### src/rtl/rpm_config.sv
// Shared build-time defaults for the tachometer chain (pulse timer -> period_to_rpm).
`ifndef RPM_CONFIG_SV
`define RPM_CONFIG_SV
`define RPM_WIDTH          16
`define RPM_CLK_HZ         1000
`define RPM_PULSES_PER_REV 1
`define RPM_STALL_PERIOD   30000
`endif

### src/rtl/period_to_rpm_pkg.sv
// Shared types, defaults and the period classifier for the period -> rpm converter.
`include "rpm_config.sv"

package period_to_rpm_pkg;

    localparam int DEF_RPM_WIDTH      = `RPM_WIDTH;
    localparam int DEF_CLK_HZ         = `RPM_CLK_HZ;
    localparam int DEF_PULSES_PER_REV = `RPM_PULSES_PER_REV;
    localparam int DEF_STALL_PERIOD   = `RPM_STALL_PERIOD;

    typedef enum logic {
        ST_IDLE = 1'b0,
        ST_DIV  = 1'b1
    } state_t;

    typedef enum logic [1:0] {
        CLS_NORM  = 2'd0,
        CLS_ZERO  = 2'd1,
        CLS_STALL = 2'd2
    } cls_t;

    // Zero and stalled periods bypass the divider and report rpm = 0.
    function automatic cls_t classify_period(input longint unsigned p,
                                             input longint unsigned stall_p);
        cls_t c;
        c = CLS_NORM;
        if (p == 64'd0)
            c = CLS_ZERO;
        else if (p >= stall_p)
            c = CLS_STALL;
        return c;
    endfunction

endpackage

### src/rtl/period_to_rpm_if.sv
// Period input / rpm output bundle between the pulse timer, this block and the display stage.
interface period_to_rpm_if #(
    parameter int W = 16
);
    logic [W-1:0] period;
    logic         period_change;
    logic [W-1:0] rpm;
    logic         rpm_valid;
    logic         busy;
    logic         zero_period;
    logic         stalled;

    modport master (
        output period, period_change,
        input  rpm, rpm_valid, busy, zero_period, stalled
    );

    modport slave (
        input  period, period_change,
        output rpm, rpm_valid, busy, zero_period, stalled
    );
endinterface

### src/rtl/rpm_divider.sv
// Multi-cycle restoring divider: one quotient bit per clock, W clocks per division.
module rpm_divider
#(
    parameter int W = 16
)(
    input  logic         clk,
    input  logic         rst_n,
    input  logic         start,
    input  logic [W-1:0] dividend,
    input  logic [W-1:0] divisor,
    output logic [W-1:0] quotient,
    output logic         done
);

    localparam int CW = $clog2(W + 1);

    logic          r_active;
    logic [CW-1:0] r_cnt;
    logic [W-1:0]  r_rem;
    logic [W-1:0]  r_dvd;
    logic [W-2:0]  r_quo;

    logic [W:0]    w_shift;
    logic          w_fit;
    logic [W-1:0]  w_diff;
    logic [W-1:0]  w_quo_nxt;

    // Remainder stays below the divisor, so the subtraction never needs bit W.
    assign w_shift   = {r_rem, r_dvd[W-1]};
    assign w_fit     = (w_shift >= {1'b0, divisor});
    assign w_diff    = w_shift[W-1:0] - divisor;
    assign w_quo_nxt = {r_quo, w_fit};

    // The final quotient is taken combinationally on the last step, so the
    // stored partial quotient never needs its top bit.
    assign quotient  = w_quo_nxt;
    assign done      = r_active && (r_cnt == '0);

    always_ff @(posedge clk) begin
        if (!rst_n) begin
            r_active <= 1'b0;
            r_cnt    <= '0;
            r_rem    <= '0;
            r_dvd    <= '0;
            r_quo    <= '0;
        end else if (start) begin
            r_active <= 1'b1;
            r_cnt    <= CW'(W - 1);
            r_rem    <= '0;
            r_dvd    <= dividend;
            r_quo    <= '0;
        end else if (r_active) begin
            r_rem    <= w_fit ? w_diff : w_shift[W-1:0];
            r_dvd    <= {r_dvd[W-2:0], 1'b0};
            r_quo    <= w_quo_nxt[W-2:0];
            r_cnt    <= r_cnt - 1'b1;
            if (r_cnt == '0)
                r_active <= 1'b0;
        end
    end

endmodule

### src/rtl/period_to_rpm.sv
// Converts the pulse timer's averaged period into rpm = NUMERATOR / period with a one-cycle valid strobe.
module period_to_rpm
    import period_to_rpm_pkg::*;
#(
    parameter int RPM_WIDTH      = DEF_RPM_WIDTH,
    parameter int CLK_HZ         = DEF_CLK_HZ,
    parameter int PULSES_PER_REV = DEF_PULSES_PER_REV,
    parameter int STALL_PERIOD   = DEF_STALL_PERIOD
)(
    input  logic           clk,
    input  logic           rst_n,
    period_to_rpm_if.slave bus
);

    localparam longint unsigned NUMERATOR = (PULSES_PER_REV > 0) ?
        (longint'(CLK_HZ) * 64'd60) / longint'(PULSES_PER_REV) : 64'd0;
    localparam logic [RPM_WIDTH-1:0] NUM_W = RPM_WIDTH'(NUMERATOR);

    if (PULSES_PER_REV < 1) begin : g_ppr_chk
        $error("period_to_rpm: PULSES_PER_REV must be >= 1");
    end
    if (NUMERATOR >= (64'd1 << RPM_WIDTH)) begin : g_num_chk
        $error("period_to_rpm: NUMERATOR does not fit in RPM_WIDTH");
    end
    if (STALL_PERIOD < 1) begin : g_stall_chk
        $error("period_to_rpm: STALL_PERIOD must be >= 1");
    end

    state_t               r_state;
    state_t               w_state_nxt;
    logic                 r_chg_q;
    logic [RPM_WIDTH-1:0] r_div_q;
    logic                 r_pend_zero;
    logic                 r_pend_stall;
    logic [RPM_WIDTH-1:0] r_rpm;
    logic                 r_rpm_valid;
    logic                 r_zero;
    logic                 r_stall;

    logic                 w_event;
    cls_t                 w_cls;
    logic                 w_start;
    logic                 w_div_done;
    logic [RPM_WIDTH-1:0] w_quot;

    assign w_event = (bus.period_change != r_chg_q);
    assign w_cls   = classify_period(64'(bus.period), 64'(STALL_PERIOD));

    rpm_divider #(.W(RPM_WIDTH)) u_div (
        .clk      (clk),
        .rst_n    (rst_n),
        .start    (w_start),
        .dividend (NUM_W),
        .divisor  (r_div_q),
        .quotient (w_quot),
        .done     (w_div_done)
    );

    always_comb begin
        w_state_nxt = r_state;
        w_start     = 1'b0;
        case (r_state)
            ST_IDLE: begin
                if (w_event && (w_cls == CLS_NORM)) begin
                    w_start     = 1'b1;
                    w_state_nxt = ST_DIV;
                end
            end
            ST_DIV: begin
                if (w_div_done)
                    w_state_nxt = ST_IDLE;
            end
            default: w_state_nxt = ST_IDLE;
        endcase
    end

    always_ff @(posedge clk) begin
        if (!rst_n) begin
            r_state <= ST_IDLE;
            r_chg_q <= 1'b0;
        end else begin
            r_state <= w_state_nxt;
            r_chg_q <= bus.period_change;
        end
    end

    // Events seen during DIV are dropped; the timer keeps toggling, so the next
    // IDLE event picks up a fresh period anyway.
    always_ff @(posedge clk) begin
        if (!rst_n) begin
            r_div_q      <= '0;
            r_pend_zero  <= 1'b0;
            r_pend_stall <= 1'b0;
            r_rpm        <= '0;
            r_rpm_valid  <= 1'b0;
            r_zero       <= 1'b0;
            r_stall      <= 1'b0;
        end else begin
            r_rpm_valid  <= 1'b0;
            r_pend_zero  <= 1'b0;
            r_pend_stall <= 1'b0;
            if ((r_state == ST_IDLE) && w_event) begin
                r_div_q      <= bus.period;
                r_pend_zero  <= (w_cls == CLS_ZERO);
                r_pend_stall <= (w_cls == CLS_STALL);
            end
            if (r_pend_zero || r_pend_stall) begin
                r_rpm       <= '0;
                r_rpm_valid <= 1'b1;
                r_zero      <= r_pend_zero;
                r_stall     <= r_pend_stall;
            end
            if ((r_state == ST_DIV) && w_div_done) begin
                r_rpm       <= w_quot;
                r_rpm_valid <= 1'b1;
                r_zero      <= 1'b0;
                r_stall     <= 1'b0;
            end
        end
    end

    assign bus.rpm         = r_rpm;
    assign bus.rpm_valid   = r_rpm_valid;
    assign bus.busy        = (r_state == ST_DIV);
    assign bus.zero_period = r_zero;
    assign bus.stalled     = r_stall;

endmodule

### src/flat_wrapper.sv
// flat-port wrapper written by rule: the top's interface ports become plain ports
module period_to_rpm_flat import period_to_rpm_pkg::*;
#(
    parameter int RPM_WIDTH      = DEF_RPM_WIDTH,
    parameter int CLK_HZ         = DEF_CLK_HZ,
    parameter int PULSES_PER_REV = DEF_PULSES_PER_REV,
    parameter int STALL_PERIOD   = DEF_STALL_PERIOD
)
  (clk, rst_n, bus_period, bus_period_change, bus_rpm, bus_rpm_valid, bus_busy, bus_zero_period, bus_stalled);
  period_to_rpm_if #(.W((16))) bus_i ();
  input  logic clk;
  input  logic rst_n;
  input wire logic [$bits(bus_i.period)-1:0] bus_period;
  input wire logic [$bits(bus_i.period_change)-1:0] bus_period_change;
  output wire logic [$bits(bus_i.rpm)-1:0] bus_rpm;
  output wire logic [$bits(bus_i.rpm_valid)-1:0] bus_rpm_valid;
  output wire logic [$bits(bus_i.busy)-1:0] bus_busy;
  output wire logic [$bits(bus_i.zero_period)-1:0] bus_zero_period;
  output wire logic [$bits(bus_i.stalled)-1:0] bus_stalled;
  assign bus_i.period = bus_period;
  assign bus_i.period_change = bus_period_change;
  assign bus_rpm = bus_i.rpm;
  assign bus_rpm_valid = bus_i.rpm_valid;
  assign bus_busy = bus_i.busy;
  assign bus_zero_period = bus_i.zero_period;
  assign bus_stalled = bus_i.stalled;
  period_to_rpm #(.RPM_WIDTH(RPM_WIDTH), .CLK_HZ(CLK_HZ), .PULSES_PER_REV(PULSES_PER_REV), .STALL_PERIOD(STALL_PERIOD)) u_core (.clk(clk), .rst_n(rst_n), .bus(bus_i));
endmodule
### config.mk
export PLATFORM = sky130hd
export DESIGN_NAME = period_to_rpm_flat
export DESIGN_NICKNAME = d
export VERILOG_FILES = /design/src/rtl/period_to_rpm_pkg.sv /design/src/rtl/period_to_rpm_if.sv /design/src/rtl/rpm_divider.sv /design/src/rtl/period_to_rpm.sv /design/src/flat_wrapper.sv
export VERILOG_INCLUDE_DIRS = /design/src /design/src/rtl
export SDC_FILE = /design/constraint.sdc
export NUM_CORES = 1
export LEC_CHECK = 0
export ABC_AREA = 1
export ABC_CLOCK_PERIOD_IN_PS = 3850
export BUFFER_PORTS_ARGS = -buffer_cell sky130_fd_sc_hd__buf_2
export CAP_MARGIN = 15
export CORE_ASPECT_RATIO = 2
export CORE_MARGIN = 5
export CORE_UTILIZATION = 60
export DETAILED_ROUTE_END_ITERATION = 8
export PLACE_DENSITY = 0.85
export SLEW_MARGIN = 20
export SYNTH_ARGS = -nofsm -noshare
export SYNTH_HDL_FRONTEND = slang
export SYNTH_SLANG_ARGS = --single-unit
### constraint.sdc
create_clock -name clk -period 3.85 [get_ports clk]
set_input_delay 0.385 -clock clk [delete_from_list [all_inputs] [get_ports clk]]
set_output_delay 0.385 -clock clk [all_outputs]
set_load 0.005 [all_outputs]
==> results.cfg, run 1 <==
[critical_path]
critPathArrivalTime_ps = 2810
cp.required_ps = 4090
critPathLaunchType = flip-flop
rrSetupSlack_ps = 1270
worstSetupPathType = reg2reg
cp-end-kind = flip-flop
crit_path_max_fanout = 35

[floorplanning]
initial_core_util = 0.619
die-width_um = 71.2
pin_count = 39
core_um2 = 7270
fp-row-count = 44
die_y_um = 132
dieArea_um2 = 9430

[placement]
port_buffers = 38
dpl_cell_area_um2 = 4640
dp_hpwl_mm = 7.94
gp_congestion = 0.954

[sta]
rsz0062_at_grt = false
fin_crit_ps = 2580
drv_slew = 0
fmax_mhz = 388
relSlewSlack = 0.397
hold_viol = 0
fin_skew_ps = 6.80
hold_slack_ps = 251
setup_viol = 0
max_slew.worst_pin.slew_ps = 899
finalCritPeriodShare = 0.669
fin_setup_tns_ps = 0

[clock_tree]
clock_latency_ps = 340
cts_sinks = 87
clockRootBuffer = clkbuf_16
cts_resized = 0
clkTransAtPathRegs_ps = 70
cts_tree = done
clockBufferDepth = 2
post_cts_buffers = 0
htreeDepth = 3
cts_inserted_buffers = 9
ctsHoldBuffers = 0

[yosys]
synthesis.instances = 640
ys_ff_latch = 87
yosysSeqAreaShare = 0.387
synth_warnings = 0
syn-num-nets = 677
synth_area_um2 = 4500
synth_top_cell_area_share = 0.387
yosys.area.top_type = dfxtp_1
synth_area_leaders = dfxtp_1 39%, nand2_1 15%, a21oi_1 9.7%
ys_types = 41
syn-mean-instance-area_um2 = 7.02

[global_route]
grt_start_max_net_pins = 54
grt_pass1_wl_mm = 17.7
grt_pass1_vias = 3999
grtUsageTotal = 0.233
grt_overflow = 0
antenna_found_initial = 0

[route]
wire_per_inst_um = 14.0
via_per_inst = 5.37
ant_nets = 0
first_iter_violations = 238
first_pass_iters = 5
vias = 4067
drcViolationCount = 0
drt-total-wl_mm = 10.6

[finish]
antenna_cells = 0
drive_gt1_frac = 0.126
nets = 698
final_cell_area_um2 = 4920
syn_to_final_growth_pct = 9.49

[job]
drv_cap = 0

[power]
clkPwrFrac = 0.348
internal-power_uw = 1590
p_total_uw = 2390
switching_share = 0.334
leakagePower_uw = 0.00222
pwr-share-comb = 0.243
switching_power_uw = 798
pwr-share-seq = 0.409
powerDensity_nw_per_um2 = 486
ir_worst_vdd_mv = 0.334

[run_status]
status = finished clean

[hold_path]
hold_path_class = in2reg
-- logic make-up (layout without fill, tap and decap cells) --
kind of cell / Yosys count / count (layout) / synth area share
compound gates: 128 / 128 / 0.147
xor+xnor: 8 / 8 / 0.0156
fa+ha+maj: 18 / 18 / 0.0518
buf+inv: 105 / 131 / 0.102
flops: 87 / 87 / 0.387
mux: 2 / 2 / 0.00445
simple gates: 292 / 292 / 0.292
-- sequential cells by signal, indices dropped and copies added (netlist names) --
| signal | flops |
|---|---|
| u_core.u_div.r_active | 1 |
| u_core.r_pend_zero | 1 |
| u_core.u_div.r_dvd | 11 |
| u_core.bus.busy | 1 |
| u_core.u_div.r_rem | 16 |
| u_core.bus.rpm | 16 |
| u_core.bus.rpm_valid | 1 |
| u_core.u_div.r_quo | 15 |
| u_core.u_div.r_cnt | 5 |
| u_core.r_pend_stall | 1 |
| u_core.bus.zero_period | 1 |
| u_core.bus.stalled | 1 |
| u_core.r_div_q | 16 |
| u_core.r_chg_q | 1 |
-- cells in the final DEF (no fill, tap or decap), drive strengths merged, types with 9 or more instances in the layout --
| cell | n |
|---|---|
| nand2 | 186 |
| a21oi | 88 |
| dfxtp | 87 |
| inv | 79 |
| nor2 | 41 |
| buf | 39 |
| nand3 | 38 |
| o21ai | 33 |
| ha | 17 |
| clkbuf | 9 |
-- synthesized netlist by cell type --
| library cell | count |
|---|---|
| dfxtp_1 | 87 |
| mux2i_1 | 2 |
| nor2_4 | 2 |
| buf_8 | 1 |
| nand3_1 | 32 |
| buf_1 | 1 |
| a21oi_2 | 1 |
| a31oi_1 | 1 |
| nand3b_1 | 8 |
| a211oi_1 | 1 |
| ha_1 | 17 |
| nor3_1 | 6 |
| a21oi_1 | 87 |
| nand2_1 | 179 |
| buf_6 | 4 |
| nand4_2 | 1 |
| or2_2 | 2 |
| nand2_4 | 2 |
| a21boi_0 | 1 |
| inv_2 | 4 |
| xor2_1 | 4 |
| nand2_2 | 5 |
| o21ai_0 | 31 |
| nor3_2 | 1 |
| buf_4 | 3 |
| clkinv_1 | 2 |
| nand3_2 | 6 |
| fa_1 | 1 |
| nor2_2 | 5 |
| o21ai_1 | 2 |
| clkbuf_1 | 11 |
| nor3b_1 | 2 |
| xnor2_1 | 4 |
| o21a_1 | 2 |
| nand4_1 | 5 |
| inv_1 | 70 |
| nor2_1 | 34 |
| buf_2 | 9 |
| a211o_1 | 1 |
| nor4_1 | 2 |
| o211ai_1 | 1 |
-- per-stage QoR --
step,util,cells,setup WS [ps]
floorplan,-,640,2130
global placement,0.638,742,1340
CTS,0.677,758,1270
global route,0.677,758,1020
finish,0.677,758,1270
detailed placement,0.638,742,1240
-- final cells by class --
| class | instances | area [um^2] |
|---|---|---|
| timing repair buffer | 39 | 198 |
| fill | 650 | 2340 |
| clock buffer | 9 | 225 |
| sequential | 87 | 1740 |
| inverter | 76 | 285 |
| clock inverter | 7 | 61.3 |
| tap | 92 | 115 |
| multi-input combinational | 448 | 2300 |
-- layer usage --
| metal | share of wire | vias to the layer above | GRT usage |
|---|---|---|---|
| met2 | 0.55 | 80 | 0.418 |
| met4 | 0.054 | 0 | 0.133 |
| met5 | 0 | - | 0 |
| met1 | 0.37 | 1850 | 0.247 |
| li1 | - | 2108 | - |
| met3 | 0.029 | 29 | 0.0387 |
-- critical path, stage by stage (launching register included) --
cell     delay [ps]
dfxtp_1         330
inv_1           150
nand3_2         440
inv_1           250
nand4_2         390
nand2_2         670
nor2_1           90
nand2_1         100
inv_1            40
-- power by group through the flow --
| stage | clock, uW | sequential (uW) | combinational (uW) |
|---|---|---|---|
| after floorplan | 0 | 987 | 485 |
| after global placement | 0 | 994 | 567 |
| after detailed placement | 0 | 996 | 577 |
| after CTS | 845 | 976 | 581 |
| after global routing | 881 | 981 | 657 |
| final | 832 | 977 | 582 |
-- worst paths after layout --
| kind | from | endpoint | depth (start not counted) |
|---|---|---|---|
| setup / recovery | u_core.bus.busy$_SDFF_PN0_ | u_core.u_div.r_rem[10]$_SDFFE_PP0P_ | 8 |
| hold / removal | bus_period_change | u_core.r_chg_q$_SDFF_PN0_ | 3 |
| setup reg to reg | u_core.bus.busy$_SDFF_PN0_ | u_core.u_div.r_rem[10]$_SDFFE_PP0P_ | 8 |
| hold reg to reg | u_core.bus.rpm[5]$_SDFFE_PN0P_ | u_core.bus.rpm[5]$_SDFFE_PN0P_ | 2 |
Power figures use the tool's default switching activity.
==> run 2: changes to the inputs <==
Settings changed: ABC_AREA 1 to 0, ABC_CLOCK_PERIOD_IN_PS 3850 to 2100, CORE_UTILIZATION 60 to 53, PLACE_DENSITY 0.85 to 0.8.
Clock period 3.85 ns to 2.1 ns, I/O delays scaled along.
==> results.cfg, run 2 <==
[yosys]
ys_ff_latch = 87
synthArstFlopShare = 0
yosys.area.top_type = dfxtp_1
synth_xor_area_frac = 0.0246
synth_area_leaders = dfxtp_1 41%, mux2i_1 7.3%, ha_1 5.0%
synth_warnings = 0
yosys.area_share.adder = 0.0545
ys_types = 56
ys.flop_type = dfxtp_1
synth_commonest_cells = 87 x dfxtp_1, 41 x nor2_1, 35 x nand2_1
synth_edf_count = 0
synthesis.instances = 479
syn-mean-instance-area_um2 = 8.92
synth_top_family_by_area = compound AO/OA/AOI/OAI gates
synth_top_cell_area_share = 0.408
synth_compound_area_frac = 0.222
yosysSeqAreaShare = 0.408
yosysMostFrequentCell = dfxtp_1
synth_area_um2 = 4270
synthSimpleGateAreaFrac = 0.165
syn-num-nets = 516
synthMuxAreaShare = 0.0726

[global_route]
grt_pass1_vias = 4235
grtUsageTotal = 0.246
grt_overflow = 0
antenna_found_initial = 0
grt_start_max_net_pins = 63
grt_pass1_wl_mm = 19.2

[sta]
rsz0062_at_grt = true
fin_skew_ps = 6.02
fin_crit_ps = 2310
setup_viol = 13
relSlewSlack = 0.486
finalCritPeriodShare = 1.10
hold_viol = 0
fin_setup_tns_ps = -1040
hold_slack_ps = 153
max_slew.worst_pin.slew_ps = 770
fmax_mhz = 433
drv_slew = 0
fin_ws_ps = -210

[clock_tree]
cts_sinks = 87
clock_latency_ps = 330
clkTransAtPathRegs_ps = 60
cts_tree = done
clockRootBuffer = clkbuf_16
cts_inserted_buffers = 9
htreeDepth = 3
ctsHoldBuffers = 0
clockBufferDepth = 2

[route]
drcViolationCount = 0
top_layer = met4
via_per_inst = 5.99
ant_nets = 0
wire_per_inst_um = 18.8
wl_met1_mm = 4.25
vias = 3977
first_iter_violations = 309
met2WireLength_mm = 6.91
drt-total-wl_mm = 12.5
met3_wirelength_um = 418
first_pass_iters = 5

[run_status]
status = finished, violations left
violations = negative setup slack

[critical_path]
cp.required_ps = 2360
critPathLaunchType = flip-flop
critPathArrivalTime_ps = 2570
cpMaxStageDelayCell = or4bb_1
cp-end-kind = flip-flop
path_buf_inv = 1
cp_cell_sequence = inv_2 > ha_4 > fa_2 > nand2b_4 > a211oi_2 > nor2_1 > nor2_2 > nor4_1 > or4bb_1 > a31oi_1
cpLargestDelayFamily = simple AND/OR/NAND/NOR gates
max_stage_delay_ps = 490
worstSetupPathType = reg2reg
crit_path_max_fanout = 3

[floorplanning]
die-width_um = 73.5
initial_core_util = 0.542
pin_count = 39
fp-row-count = 46
core_um2 = 7890
dieArea_um2 = 10100
die_y_um = 137

[finish]
n_fill_cell = 516
antenna_cells = 0
drive_gt1_frac = 0.380
nets = 602
final_common_cell = dfxtp_1
syn_to_final_growth_pct = 33.5
layout.area.seq_um2 = 1760
multi_input_area_um2 = 2770
layout_common_cells = 70 x dfxtp_1, 57 x buf_4, 38 x buf_2

[placement]
dp_hpwl_mm = 7.98
gp_congestion = 0.953
port_buffers = 38

[job]
drv_cap = 0

[power]
powerDensity_nw_per_um2 = 977
ir_worst_vdd_mv = 0.834
leakagePower_uw = 0.00220

[hold_path]
hold_path_class = in2reg
==> run 2: worst paths after layout <==
path | from | cells after the start | slack [ps] | to
setup / recovery | u_core.u_div.r_dvd[15]$_SDFFE_PN0P_ | 10 | -210 | u_core.u_div.r_rem[12]$_SDFFE_PP0P_
hold / removal | bus_period[3] | 3 | 150 | u_core.r_div_q[3]$_SDFFE_PN0P_
setup reg to reg | u_core.u_div.r_dvd[15]$_SDFFE_PN0P_ | 10 | -210 | u_core.u_div.r_rem[12]$_SDFFE_PP0P_
hold reg to reg | u_core.bus.zero_period$_SDFFE_PP0P_ | 2 | 470 | u_core.bus.zero_period$_SDFFE_PP0P_
==> run 2: area by class of cell <==
| type | instances | share of cell area |
|---|---|---|
| inverters | 22 | 0.0145 |
| repair buffers | 103 | 0.125 |
| clock inverters | 4 | 0.00439 |
| flip-flops and latches | 87 | 0.309 |
| well taps | 96 | 0.0211 |
| multi-input cells | 342 | 0.486 |
| clock buffers | 10 | 0.0402 |
==> run 2: logic make-up after synthesis <==
| kind of cell | after synthesis |
|---|---|
| adders and majority gates | 18 |
| buffers and inverters | 50 |
| xor gates and xnor gates | 12 |
| muxes | 31 |
| DFF | 87 |
| and+or+nand+nor | 141 |
| AOI/OAI and AO/OA | 140 |
==> run 2: per-layer routing <==
metal / GRT usage / vias to the layer above
li1: - / 1868
met4: 0.204 / 0
met1: 0.236 / 1904
met5: 0 / -
met2: 0.437 / 133
met3: 0.0382 / 72
==> run 2: power by group <==
part,internal (uW),switching (uW),leakage (uW)
Clock,782,596,0.000120
Combinational,1110,1240,0.00137
Sequential,1760,81.8,0.000715
==> run 2: worst register-to-register path, stage by stage, from the launching register on <==
cell,delay [ps]
dfxtp_2,340
inv_2,60
ha_4,150
fa_2,350
nand2b_4,150
a211oi_2,210
nor2_1,90
nor2_2,150
nor4_1,80
or4bb_1,490
a31oi_1,170
==> run 2: timing repair <==
item	4_1_cts	5_1_grt
setup endpoints to repair	18	32
cloned	1	0
endpoints found under the hold margin	0	0
pin swaps	23	28
buffers inserted	9	5
gates resized for setup	71	41
==> run 2: stage by stage <==
stage                      util  worst slack, ps  instances  cell area [um^2]  power [uW]
after CTS                 0.702             -161        661              5530        5250
after global placement    0.617             -164        638              4860        3380
final                     0.723             -210        664              5700        5570
after detailed placement  0.617             -252        638              4860        3440
after floorplan               -             -133        479              4300        2900
after global routing      0.723             -305        664              5700        5810
==> run 3: changes to the inputs <==
Settings changed: ABC_AREA 0 to 1, CORE_UTILIZATION 53 to 54, PLACE_DENSITY 0.8 to 0.81.
==> results.cfg, run 3 (synthesis gave the netlist of run 1 again) <==
[route]
drcViolationCount = 0
wire_per_inst_um = 14.8
first_iter_violations = 227
vias = 4233
first_pass_iters = 4
ant_nets = 0
drt-total-wl_mm = 11.5
via_per_inst = 5.43

[global_route]
antenna_found_initial = 0
grt_pass1_wl_mm = 18.4
grt_pass1_vias = 4065
grtUsageTotal = 0.229
grt_start_max_net_pins = 53
grt_overflow = 0

[placement]
gp_congestion = 0.980
dpl_worst_slack_ps = 57.1
dp_hpwl_mm = 8.46
port_buffers = 38

[critical_path]
cp_cell_sequence = inv_1 > ha_1 > nand2_2 > nor2_2 > nand4_1 > nand2_2 > nor2_4 > buf_4 > nand3_2 > nand2_1 > clkinv_1 > nand2_1 > a21oi_2
worstSetupPathType = reg2reg
critPathArrivalTime_ps = 2230
cpMaxStageDelayCell = ha_1
max_stage_delay_ps = 360
critPathLaunchType = flip-flop
cp.required_ps = 2320
crit_path_max_fanout = 10
cp-end-kind = flip-flop

[floorplanning]
pin_count = 39
fp-row-count = 47
die_y_um = 139
core_um2 = 8230
dieArea_um2 = 10400
die-width_um = 74.5
initial_core_util = 0.546

[sta]
fin_crit_ps = 2010
hold_slack_ps = 68.8
finalCritPeriodShare = 0.959
fmax_mhz = 496
hold_viol = 0
fin_ws_ps = 85.6
relSlewSlack = 0.561
setup_viol = 0
max_slew.worst_pin.slew_ps = 651
drv_slew = 0
fin_skew_ps = 7.35

[job]
drv_cap = 0

[power]
pwr-share-comb = 0.274
pwr-share-seq = 0.386
switching_power_uw = 1580
powerDensity_nw_per_um2 = 897
internal-power_uw = 3050
leakagePower_uw = 0.00231
ir_worst_vdd_mv = 0.694
clkPwrFrac = 0.340
switching_share = 0.341

[clock_tree]
cts_inserted_buffers = 9
clockBufferDepth = 2
htreeDepth = 3
cts_sinks = 87
clock_latency_ps = 340
cts_tree = done
clockRootBuffer = clkbuf_16
ctsHoldBuffers = 0
clkTransAtPathRegs_ps = 70

[finish]
layout_common_cells = 175 x nand2_1, 86 x dfxtp_1, 85 x a21oi_1
drive_gt1_frac = 0.175
nets = 713
fin_util = 0.628
final_common_cell = nand2_1
antenna_cells = 0
n_fill_cell = 743
syn_to_final_growth_pct = 15.0

[run_status]
status = finished clean

[hold_path]
hold_path_class = in2reg
==> run 3: cell types whose count changed in the layout (fill, tap and decap cells not counted), moves of 15 or more <==
cell | before | now
a22oi_1 | 15 | 0
nor2b_1 | 18 | 0
mux2i_1 | 30 | 2
nand2_1 | 30 | 175
buf_4 | 57 | 14
a21boi_0 | 18 | 1
dfxtp_2 | 17 | 1
inv_1 | 10 | 69
dfxtp_1 | 70 | 86
a21oi_1 | 15 | 85
nand3_1 | 1 | 30
==> run 3: final cells by class <==
class / count / area [um^2] / area share
multi-input cells: 448 / 2390 / 0.463
flip-flops and latches: 87 / 1740 / 0.337
repair buffers: 54 / 327 / 0.0632
inverters: 76 / 285 / 0.0552
clock buffers: 9 / 225 / 0.0436
well taps: 98 / 123 / 0.0237
clock inverters: 7 / 73.8 / 0.0143
==> run 3: worst paths after layout <==
kind | slack [ps] | to | cells past startpoint | start
worst max-delay path | 90 | u_core.u_div.r_rem[14]$_SDFFE_PP0P_ | 13 | u_core.r_div_q[11]$_SDFFE_PN0P_
worst max register to register | 90 | u_core.u_div.r_rem[14]$_SDFFE_PP0P_ | 13 | u_core.r_div_q[11]$_SDFFE_PN0P_
worst min-delay path | 70 | u_core.r_chg_q$_SDFF_PN0_ | 3 | bus_period_change
worst min register to register | 460 | u_core.bus.rpm[4]$_SDFFE_PN0P_ | 2 | u_core.bus.rpm[4]$_SDFFE_PN0P_
==> run 3: metrics by stage <==
step                total power, uW  cells  setup TNS [ps]  area, um^2
finish                         4640    779               0        5170
global route                   4910    779           -97.4        5170
global placement               2970    760               0        4750
floorplan                      2700    640               0        4500
detailed placement             2990    760               0        4750
CTS                            4570    776               0        5040
==> run 3: worst max-delay path: cells and delay by family (launching register included) <==
family,cells,cell delay (ps)
flip-flops,1,320
buffers and inverters,3,360
adder cells (fa/ha/maj),1,360
AO/OA/AOI/OAI,1,50
AND/OR/NAND/NOR,8,790
==> run 3: what timing repair did <==
action                                  4_1_cts  5_1_grt
buffers inserted                              0        3
resized for setup                             0       23
endpoints found under the setup margin        0       14
==> run 3: routing by layer <==
metal / up-vias / track usage / wire [um] / part of all wire
met1: 1956 / 0.229 / 4030 / 0.35
met5: - / 0 / 0 / 0
li1: 2135 / - / - / -
met4: 0 / 0.159 / 788 / 0.068
met3: 42 / 0.0356 / 419 / 0.036
met2: 100 / 0.408 / 6300 / 0.55
==> run 3: power groups by stage <==
stage / clock network [uW] / logic [uW] / registers [uW]
after CTS: 1610 / 1170 / 1790
after floorplan: 0 / 888 / 1810
final: 1580 / 1270 / 1790
after global placement: 0 / 1150 / 1820
after detailed placement: 0 / 1170 / 1830
after global routing: 1700 / 1410 / 1800
